`src/rtl/led_bank_arbiter.sv`:
```
// Round-robin arbiter that lends the 6-LED status bank to one requester at a time
// for a fixed hold time, with optional blink; define LED_IDLE_HEARTBEAT_EN for an idle heartbeat.
module led_bank_arbiter #(
   parameter int NUM_REQ  = 4,
   parameter int TICK_DIV = 50000,
   parameter int HOLD_MS  = 500,
   parameter int BLINK_MS = 250
`ifdef LED_IDLE_HEARTBEAT_EN
   , parameter int HEARTBEAT_MS = 1000
`endif
) (
   input  logic                 clk,
   input  logic                 rst,
   input  logic [NUM_REQ-1:0]   req,
   input  logic [6*NUM_REQ-1:0] pattern,
   input  logic [NUM_REQ-1:0]   blink,
   output logic [NUM_REQ-1:0]   grant,
   output logic                 busy,
   output logic                 led1,
   output logic                 led2,
   output logic                 led3,
   output logic                 led4,
   output logic                 led5,
   output logic                 led6,
   output logic                 fsm_state
);

   localparam int PTR_W  = (NUM_REQ  > 1) ? $clog2(NUM_REQ)  : 1;
   localparam int PS_W   = (TICK_DIV > 1) ? $clog2(TICK_DIV) : 1;
   localparam int HOLD_W = (HOLD_MS  > 1) ? $clog2(HOLD_MS)  : 1;
   localparam int BL_W   = (BLINK_MS > 1) ? $clog2(BLINK_MS) : 1;

   typedef enum logic {IDLE = 1'b0, SHOW = 1'b1} state_t;

   state_t             state;
   logic [PTR_W-1:0]   rr_ptr;
   logic [PS_W-1:0]    ps_cnt;
   logic [HOLD_W-1:0]  hold_cnt;
   logic [BL_W-1:0]    blink_cnt;
   logic               phase;
   logic [5:0]         pat_q;
   logic               blink_q;
   logic [5:0]         led_q;

   logic               tick;
   logic               hold_done;
   logic               blink_flip;
   logic               phase_nxt;
   logic [5:0]         led_show;
   logic [5:0]         idle_led_nxt;
   logic [5:0]         idle_led_hold;

   logic               hi_found;
   logic [PTR_W-1:0]   hi_idx;
   logic [PTR_W-1:0]   lo_idx;
   logic [PTR_W-1:0]   win;
   logic [PTR_W-1:0]   next_ptr;
   logic [NUM_REQ-1:0] win_onehot;
   logic [5:0]         win_pat;
   logic               win_blink;

   assign tick       = (ps_cnt == PS_W'(TICK_DIV - 1));
   assign hold_done  = tick && (hold_cnt == HOLD_W'(HOLD_MS - 1));
   assign blink_flip = tick && (blink_cnt == BL_W'(BLINK_MS - 1));
   assign phase_nxt  = phase ^ blink_flip;
   // LEDs follow the phase it will have after this edge so blink edges line up with ticks.
   assign led_show   = pat_q & ~{6{blink_q & ~phase_nxt}};

   // Round-robin pick: lowest asserted index at/after rr_ptr, else lowest asserted overall.
   always_comb begin
      hi_found = 1'b0;
      hi_idx   = '0;
      lo_idx   = '0;
      for (int i = NUM_REQ - 1; i >= 0; i--) begin
         if (req[i]) begin
            lo_idx = PTR_W'(i);
            if (PTR_W'(i) >= rr_ptr) begin
               hi_found = 1'b1;
               hi_idx   = PTR_W'(i);
            end
         end
      end
      win      = hi_found ? hi_idx : lo_idx;
      next_ptr = (win == PTR_W'(NUM_REQ - 1)) ? '0 : win + PTR_W'(1);
   end

   always_comb begin
      win_onehot = '0;
      win_pat    = '0;
      win_blink  = 1'b0;
      for (int i = 0; i < NUM_REQ; i++) begin
         if (PTR_W'(i) == win) begin
            win_onehot[i] = 1'b1;
            win_pat       = pattern[6*i +: 6];
            win_blink     = blink[i];
         end
      end
   end

`ifdef LED_IDLE_HEARTBEAT_EN
   localparam int HB_W = (HEARTBEAT_MS > 1) ? $clog2(HEARTBEAT_MS) : 1;
   logic [HB_W-1:0] hb_cnt;
   logic            hb;
   logic            hb_flip;

   assign hb_flip       = tick && (hb_cnt == HB_W'(HEARTBEAT_MS - 1));
   assign idle_led_nxt  = {6{hb ^ hb_flip}};
   assign idle_led_hold = {6{hb}};

   // Heartbeat only advances in IDLE; it is frozen across SHOW.
   always_ff @(posedge clk) begin
      if (rst) begin
         hb_cnt <= '0;
         hb     <= 1'b0;
      end else if (state == IDLE && tick) begin
         hb_cnt <= hb_flip ? '0 : hb_cnt + HB_W'(1);
         hb     <= hb ^ hb_flip;
      end
   end
`else
   assign idle_led_nxt  = '0;
   assign idle_led_hold = '0;
`endif

   always_ff @(posedge clk) begin
      if (rst) begin
         state     <= IDLE;
         grant     <= '0;
         busy      <= 1'b0;
         rr_ptr    <= '0;
         ps_cnt    <= '0;
         hold_cnt  <= '0;
         blink_cnt <= '0;
         phase     <= 1'b0;
         pat_q     <= '0;
         blink_q   <= 1'b0;
         led_q     <= '0;
      end else begin
         grant  <= '0;
         ps_cnt <= tick ? '0 : ps_cnt + PS_W'(1);
         if (state == IDLE) begin
            if (|req) begin
               state     <= SHOW;
               grant     <= win_onehot;
               busy      <= 1'b1;
               rr_ptr    <= next_ptr;
               pat_q     <= win_pat;
               blink_q   <= win_blink;
               ps_cnt    <= '0;
               hold_cnt  <= '0;
               blink_cnt <= '0;
               phase     <= 1'b1;
               led_q     <= win_pat;
            end else begin
               led_q <= idle_led_nxt;
            end
         end else begin
            if (tick) begin
               hold_cnt  <= hold_done ? '0 : hold_cnt + HOLD_W'(1);
               blink_cnt <= blink_flip ? '0 : blink_cnt + BL_W'(1);
               phase     <= phase_nxt;
            end
            if (hold_done) begin
               state <= IDLE;
               busy  <= 1'b0;
               led_q <= idle_led_hold;
            end else begin
               led_q <= led_show;
            end
         end
      end
   end

   assign led1      = led_q[0];
   assign led2      = led_q[1];
   assign led3      = led_q[2];
   assign led4      = led_q[3];
   assign led5      = led_q[4];
   assign led6      = led_q[5];
   assign fsm_state = state;

endmodule

```
`config.mk`:
```
export PLATFORM = sky130hd
export DESIGN_NAME = led_bank_arbiter
export DESIGN_NICKNAME = d
export VERILOG_FILES = /design/src/rtl/led_bank_arbiter.sv
export SDC_FILE = /design/constraint.sdc
export NUM_CORES = 1
export LEC_CHECK = 0
export ABC_CLOCK_PERIOD_IN_PS = 2450
export BUFFER_PORTS_ARGS = -buffer_cell sky130_fd_sc_hd__buf_2
export CAP_MARGIN = 20
export CORE_MARGIN = 1
export CORE_UTILIZATION = 50
export CTS_CLUSTER_SIZE = 20
export DETAILED_ROUTE_END_ITERATION = 12
export PLACE_DENSITY = 0.85
export SYNTH_ARGS = -nofsm -noshare
export SYNTH_HDL_FRONTEND = slang
export SYNTH_SLANG_ARGS = --single-unit
```
`constraint.sdc`:
```
create_clock -name clk -period 2.45 [get_ports clk]
set_clock_uncertainty 0.1 [all_clocks]
set_input_delay 0.245 -clock clk [delete_from_list [all_inputs] [get_ports clk]]
set_output_delay 0.245 -clock clk [all_outputs]
set_load 0.05 [all_outputs]
```
==> results of run 1 <==
## layout make-up
type                    instances  area, um^2  area share
multi-input cells             229        1490       0.473
clock buffers                   6        82.6      0.0262
repair buffers                 58         323       0.102
inverters                      16        60.1      0.0191
clock inverters                 1        5.00     0.00159
well taps                      70        87.6      0.0278
flip-flops and latches         55        1100       0.350
## cells by family (layout without fill, tap and decap cells)
kind of cell	after synthesis	in the layout	share of synthesized area
flops	55	55	0.414
simple gates	123	123	0.244
mux	1	1	0.00424
fa+ha+maj	8	8	0.0377
buf+inv	25	81	0.0353
compound gates	80	80	0.209
xor+xnor	17	17	0.0560
## sequential cells by signal, summed over array words and instances, names as in the netlist
name       flops
rr_ptr         2
grant          4
busy           1
blink_cnt      8
phase          1
pat_q          6
hold_cnt       9
ps_cnt        16
blink_q        1
fsm_state      1
led_q          6
## critical path, cell delays in order, from the launching register on
cell     delay (ns)
dfxtp_2        0.35
or4b_1         0.50
or4_4          0.50
or4_4          0.50
a31oi_4        0.22
a21o_1         0.15
## through the flow
| stage | total power [uW] | utilization | instance area [um^2] | hold slack, ns |
|---|---|---|---|---|
| final | 2000 | 0.617 | 3150 | 0.120 |
| after global routing | 2100 | 0.617 | 3150 | 0.136 |
| after CTS | 2000 | 0.611 | 3120 | 0.110 |
| after global placement | 1490 | 0.594 | 3030 | 0.331 |
| after floorplan | 1370 | - | 2660 | 0.327 |
| after detailed placement | 1500 | 0.594 | 3030 | 0.340 |
## final timing paths
check	from	endpoint	slack (ns)	depth (start not counted)
setup / recovery	ps_cnt[10]	led_q[1]	0.07	5
hold / removal	rst	rr_ptr[1]	0.12	2
setup reg to reg	ps_cnt[10]	led_q[1]	0.07	5
hold reg to reg	pat_q[2]	led_q[2]	0.36	1
## repair_timing
action | in CTS | in global routing
hold buffers | 0 | 0
resized for setup | 0 | 8
setup endpoints to repair | 0 | 18
## layer usage
metal	vias up	global-route usage
li1	1216	-
met1	1111	0.256
met2	50	0.366
met3	9	0.0375
met4	0	0.0881
met5	-	0
## cells in the mapped netlist (3+ instances only)
library cell   n
or3_1          4
nor2b_1        9
o21ai_0       12
a21oi_1       23
xor2_1         8
nor3_1         4
ha_1           8
clkbuf_1       8
a21o_1        15
nand4_1        4
or4_1          3
a221oi_1       7
nand3_1       16
nor2_1        28
dfxtp_1       55
and3_1        11
a211o_1        7
inv_1         16
nand2_1       28
xnor2_1        9
## power by group
| group | switching (uW) | leakage [uW] | internal, uW |
|---|---|---|---|
| clock network | 281 | 0.0000470 | 223 |
| logic | 306 | 0.000902 | 189 |
| registers | 41.8 | 0.000448 | 959 |
==> run summary, run 1 <==
The filler cells instantiated in the layout total 420. Counting every instance in the synthesized netlist gives 309. The pin count of the biggest net entering global routing is 19, and the routed length on met3 is 205 um. The floorplan step set the die width to 74.9 um. The maximum achievable frequency is 421 MHz. The portion of synthesized cell area occupied by the leading cell type was 0.414; the number of iterations in the first detailed-routing pass was 4. The run gives 0.0573 ns as the minimum setup slack after placement. The tools report the overall routing resource usage as 0.210. For the worst-skew pair, the clock arrives at the later sink with an insertion delay of 0.31 ns.

By area the synthesized netlist is led by dfxtp_1 41%, a21oi_1 4.3%, a21o_1 4.2%. The number of enable flip-flop cells after synthesis was 0. After clock tree synthesis, the setup repair step added 0 buffers.

The number of top-level pins is 46, and the total length of routed met2 wires is 2.68 mm. For this block, the initial DRC count from the detailed router was 134. The logs give 5610 um^2 for the die footprint and 2 for the count of H-tree levels built during CTS. The clock period could shrink to 2.38 ns. The min-delay analysis places its worst path in the category input port to flip-flop.

Count of warnings emitted by yosys: 0. The total count of hold-check failures in the final report was 0. Port buffering added 45 buffers.

The synthesized design contains 55 register bits. In this run the mean area of a mapped cell was 8.60 um^2. For this run, the leading register cell type out of synthesis is dfxtp_1.

Once placement completed, the tool counted placed cells totaling 428. The tools report the final worst setup slack as 0.0734 ns. The nature of the critical path startpoint was a flip-flop.

The clock transition time at the flip-flop clock pins of the worst setup and hold paths is 0.09 ns. The floorplan step set the die height to 74.9 um. The remaining antenna violation count after routing was 0; the signed area change from the synthesized netlist to the final layout was 18.6%. In this run the clock root is driven by a clkbuf_8. The logs give 5 for the CTS buffer count and 0 for the post-detailed-route DRC marker count. Clock sink total: 55.

The wire length per cell was 12.8 um. In the layout the commonest cells are 53 x dfxtp_1, 45 x buf_2, 28 x nor2_1, 28 x nand2_1, 21 x a21oi_1. Setup violations remaining at the end of the flow were counted as 0.

At the worst endpoint, the required time is 2.61 ns. The logs give 0.520 for the starting density of the core and 2,180 for the number of global-route vias before repair. At the end of routability-driven placement, the weighted congestion stood at 0.832.

The finished layout holds 435 standard cells, fillers aside. Power spread over the standard cell area amounts to 634 nW/um^2. Dividing the detail-routed via count by the number of cells gives 5.49. Data on the critical path arrives at its endpoint at 2.53 ns. The worst slew slack as a fraction of its limit was 0.608.

The layout cell share with drive strength beyond 1 is 0.219. The longest clock path from root to sink contains 2 buffers. The logs give 5110 um^2 for the area of the core region and 0 for the reported max-cap violation count.

The most common cell after layout, fill and taps aside is dfxtp_1. Worst voltage drop across the vdd grid: 0.000284 V. TritonCTS built the clock tree. The detailed router put a total of 2.58 mm of wire on met1.

The run gives 2,386 as the total vias in the final route. The final worst-path cycle share is 0.970, and the sequential share of the synthesized area is 0.414. The initialized floorplan defines 26 standard-cell rows.

The post-synthesis async set-or-reset flop share came out at 0. Summed over all layers, the routed wires come to 5.57 mm. Summed over all nets, the half-perimeter wirelength after detailed placement is 4.03 mm. The final net count was 407; the setup TNS was 0 ns.

The cell area that synthesis handed to floorplanning was 2660 um^2. For the global-route wire length before repair, the log shows 9.12 mm. For the pin with the worst max-slew slack, the measured transition is 0.582 ns. Routed signal wires occupy layers up through met4.

The worst setup path is captured at a flip-flop. The flow ran to the end, and the final reports show no timing, DRC or antenna violations. The number of antenna violations at the first check in global routing was 0.

The tools report the net count of the mapped netlist as 351. Library cell with the largest summed area after synthesis: dfxtp_1. Aggregate global routing overflow: 0.

For the distinct cell type count after synthesis, the log shows 47. For this design the static power due to leakage is 0.00140 uW. For the max-slew violation count, the log shows 0. The kind of critical path was flip-flop to flip-flop. 0 antenna diodes ended up in the layout.

Along the worst path, the maximum fanout reaches 6.
No activity file was read; power rests on OpenSTA's default activity.
==> run 2: changes to the inputs <==
==> constraint.sdc (replaced) <==
create_clock -name clk -period 2.45 [get_ports clk]
set_clock_uncertainty 0.1 [all_clocks]
set_input_delay 0.3675 -clock clk [delete_from_list [all_inputs] [get_ports clk]]
set_output_delay 0.3675 -clock clk [all_outputs]
set_load 0.05 [all_outputs]
==> run summary, run 2 (same netlist as run 1, synthesis figures left out) <==
For the worst slew slack as a fraction of its limit, the log shows 0.601. In this run the clock root is driven by a clkbuf_8. For this design, the sink count on the clock tree is 55.

The initial detailed-routing violation count came out at 144. The height of the die works out to 74.9 um. The layout cell share with drive strength beyond 1 was 0.203; the clock period minus worst slack was 2.39 ns.

The tools report the total count of hold-check failures in the final report as 0. The delay of the slowest cell on the worst path works out to 0.52 ns. The final worst-path cycle share is 0.976, and the reported max-cap violation count is 0.

During I/O placement, the number of pins put on the boundary was 46. The largest registers in the layout are ps_cnt (16), hold_cnt (9), blink_cnt (8). The signed area change from the synthesized netlist to the final layout works out to 18.0%. Based on the critical path, the design can be clocked at up to 418 MHz. The number of antenna violations at the first check in global routing came out at 0. The nature of the critical path startpoint was a flip-flop.

The library cells used most frequently in the layout, excluding fill and tap cells, are 55 x dfxtp_1, 45 x buf_2, 28 x nor2_1, 28 x nand2_1, 22 x a21oi_1. The flow ran to the end, and the final reports show no timing, DRC or antenna violations. Dividing the detail-routed via count by the number of cells gives 5.43. The die is 74.9 um wide.

Combinational share of power: 0.256. The switching part of the total was 0.318. The post-route cell area came out at 3140 um^2. Number of flip-flops in the largest register: 16. In this run the remaining antenna-violating nets after routing total 0. The critical path's slowest cell is or4b_1. The switching power is 632 uW, and the final wirelength is 5.52 mm.

The post-route worst hold slack came out at 0.251 ns. The total power after layout came out at 1990 uW. The repair_antennas step left the layout with diodes totalling 0. The wire length per cell works out to 12.7 um.

The run gives 4 as the number of iterations in the first detailed-routing pass. The sequential fraction of design power is 0.504. The clock tree synthesis step divided the H-tree into 2 levels.

For the total vias in the final route, the log shows 2,360. The worst endpoint required time is 2.60 ns. The worst endpoint data arrival time came out at 2.55 ns.

The clock power share came out at 0.241. Cell internal power was estimated by the tool at 1360 uW. Counting both buffers and inverters, the worst setup path holds a total of 0. Routability-driven placement finished with a final weighted congestion of 0.883.

At the end of the flow, the number of nets in the layout was 406. Entering global routing, the biggest net connects 19 pins. Leakage power of the design: 0.00139 uW. The register with the most flip-flops in the final layout is ps_cnt. The post-detailed-route DRC marker count was 0.

Along the worst path, the maximum fanout reaches 6. The count of buffers added on input and output ports is 45. The path class of the tightest hold or removal check is input port to flip-flop. The aggregate global routing overflow was 0; the die footprint was 5610 um^2. The logs give 4.08 mm for the half-perimeter wire length after placement and 26 for the row count.

The kind of critical path was flip-flop to flip-flop. STA classifies the critical path endpoint as a flip-flop. Dividing total power by cell area gives a power density of 634 nW/um^2. The maximum buffer depth of the clock tree was 2; the worst-margin pin slew was 0.593 ns. The top cell family by delay on the critical path is simple AND/OR/NAND/NOR gates. The clock reaches the later pin of the worst-skew pair after 0.31 ns. Once placement finished, the instance area stood at 3040 um^2. For the area of the core region, the log shows 5110 um^2. By instance count, the cell type seen most on the critical path is or4_4. The worst voltage drop across the vdd grid is 0.000262 V, and the global-route wire length before repair is 8.96 mm.

The run gives 0 as the max-slew violation count. The library cell used most frequently in the layout, excluding fill and tap cells, is dfxtp_1. The critical path goes through or4b_1 > or4_4 > or4_4 > a31oi_4 > a21o_1. The overall routing resource usage was 0.205; the number of global-route vias before repair was 2,193.

The starting density of the core was 0.520; the buffers inserted during post-CTS setup optimization was 0. Clock-pin slew was measured on the worst setup and hold paths at 0.09 ns. The CTS buffer count came out at 5. TritonCTS built the clock tree. Setup violations remaining at the end of the flow were counted as 0.
## run 2: layout make-up
class / instances / area (um^2)
Clock buffer: 6 / 72.6
Clock inverter: 2 / 12.5
Fill cell: 436 / 1970
Inverter: 16 / 60.1
Multi-Input combinational cell: 229 / 1480
Sequential cell: 55 / 1100
Tap cell: 70 / 87.6
Timing Repair Buffer: 57 / 328
## run 2: power by group through the flow
| stage | Clock [uW] | Combinational, uW | Sequential [uW] |
|---|---|---|---|
| 2_1_floorplan | 0 | 257 | 1110 |
| 3_3_place_gp | 0 | 487 | 1020 |
| 3_5_place_dp | 0 | 502 | 1020 |
| 4_1_cts | 496 | 504 | 1000 |
| 5_1_grt | 529 | 555 | 1010 |
| 6_report | 479 | 508 | 1000 |
## run 2: final timing paths
path,to,start,slack [ns],cells past startpoint
min reg2reg,led_q[5],pat_q[5],0.37,1
min,hold_cnt[7],rst,0.25,2
max,led_q[4],ps_cnt[13],0.06,5
max reg2reg,led_q[4],ps_cnt[13],0.06,5
## run 2: worst reg2reg max path, stage by stage (launching register included)
cell and delay (ns):
dfxtp_1 0.32, or4b_1 0.52, or4_4 0.51, or4_4 0.51, a31oi_4 0.23, a21o_1 0.16
## run 2: metal layers
| metal | global-route usage | part of all wire |
|---|---|---|
| met3 | 0.0469 | 0.038 |
| met1 | 0.248 | 0.47 |
| met2 | 0.358 | 0.49 |
| met4 | 0.0713 | 0.0076 |
| met5 | 0 | 0 |
## run 2: what timing repair did
action	CTS	global route
resized for setup	0	3
setup endpoints to repair	0	12
hold buffers	0	0
## run 2: metrics by stage
stage	util	setup TNS, ns	cells	setup WS, ns
after floorplan	-	0	309	0.0610
after detailed placement	0.595	-0.142	427	-0.0541
after CTS	0.612	0	435	0.0224
after global placement	0.595	0	427	0.0263
after global routing	0.614	-0.0374	435	-0.0374
final	0.614	0	435	0.0584
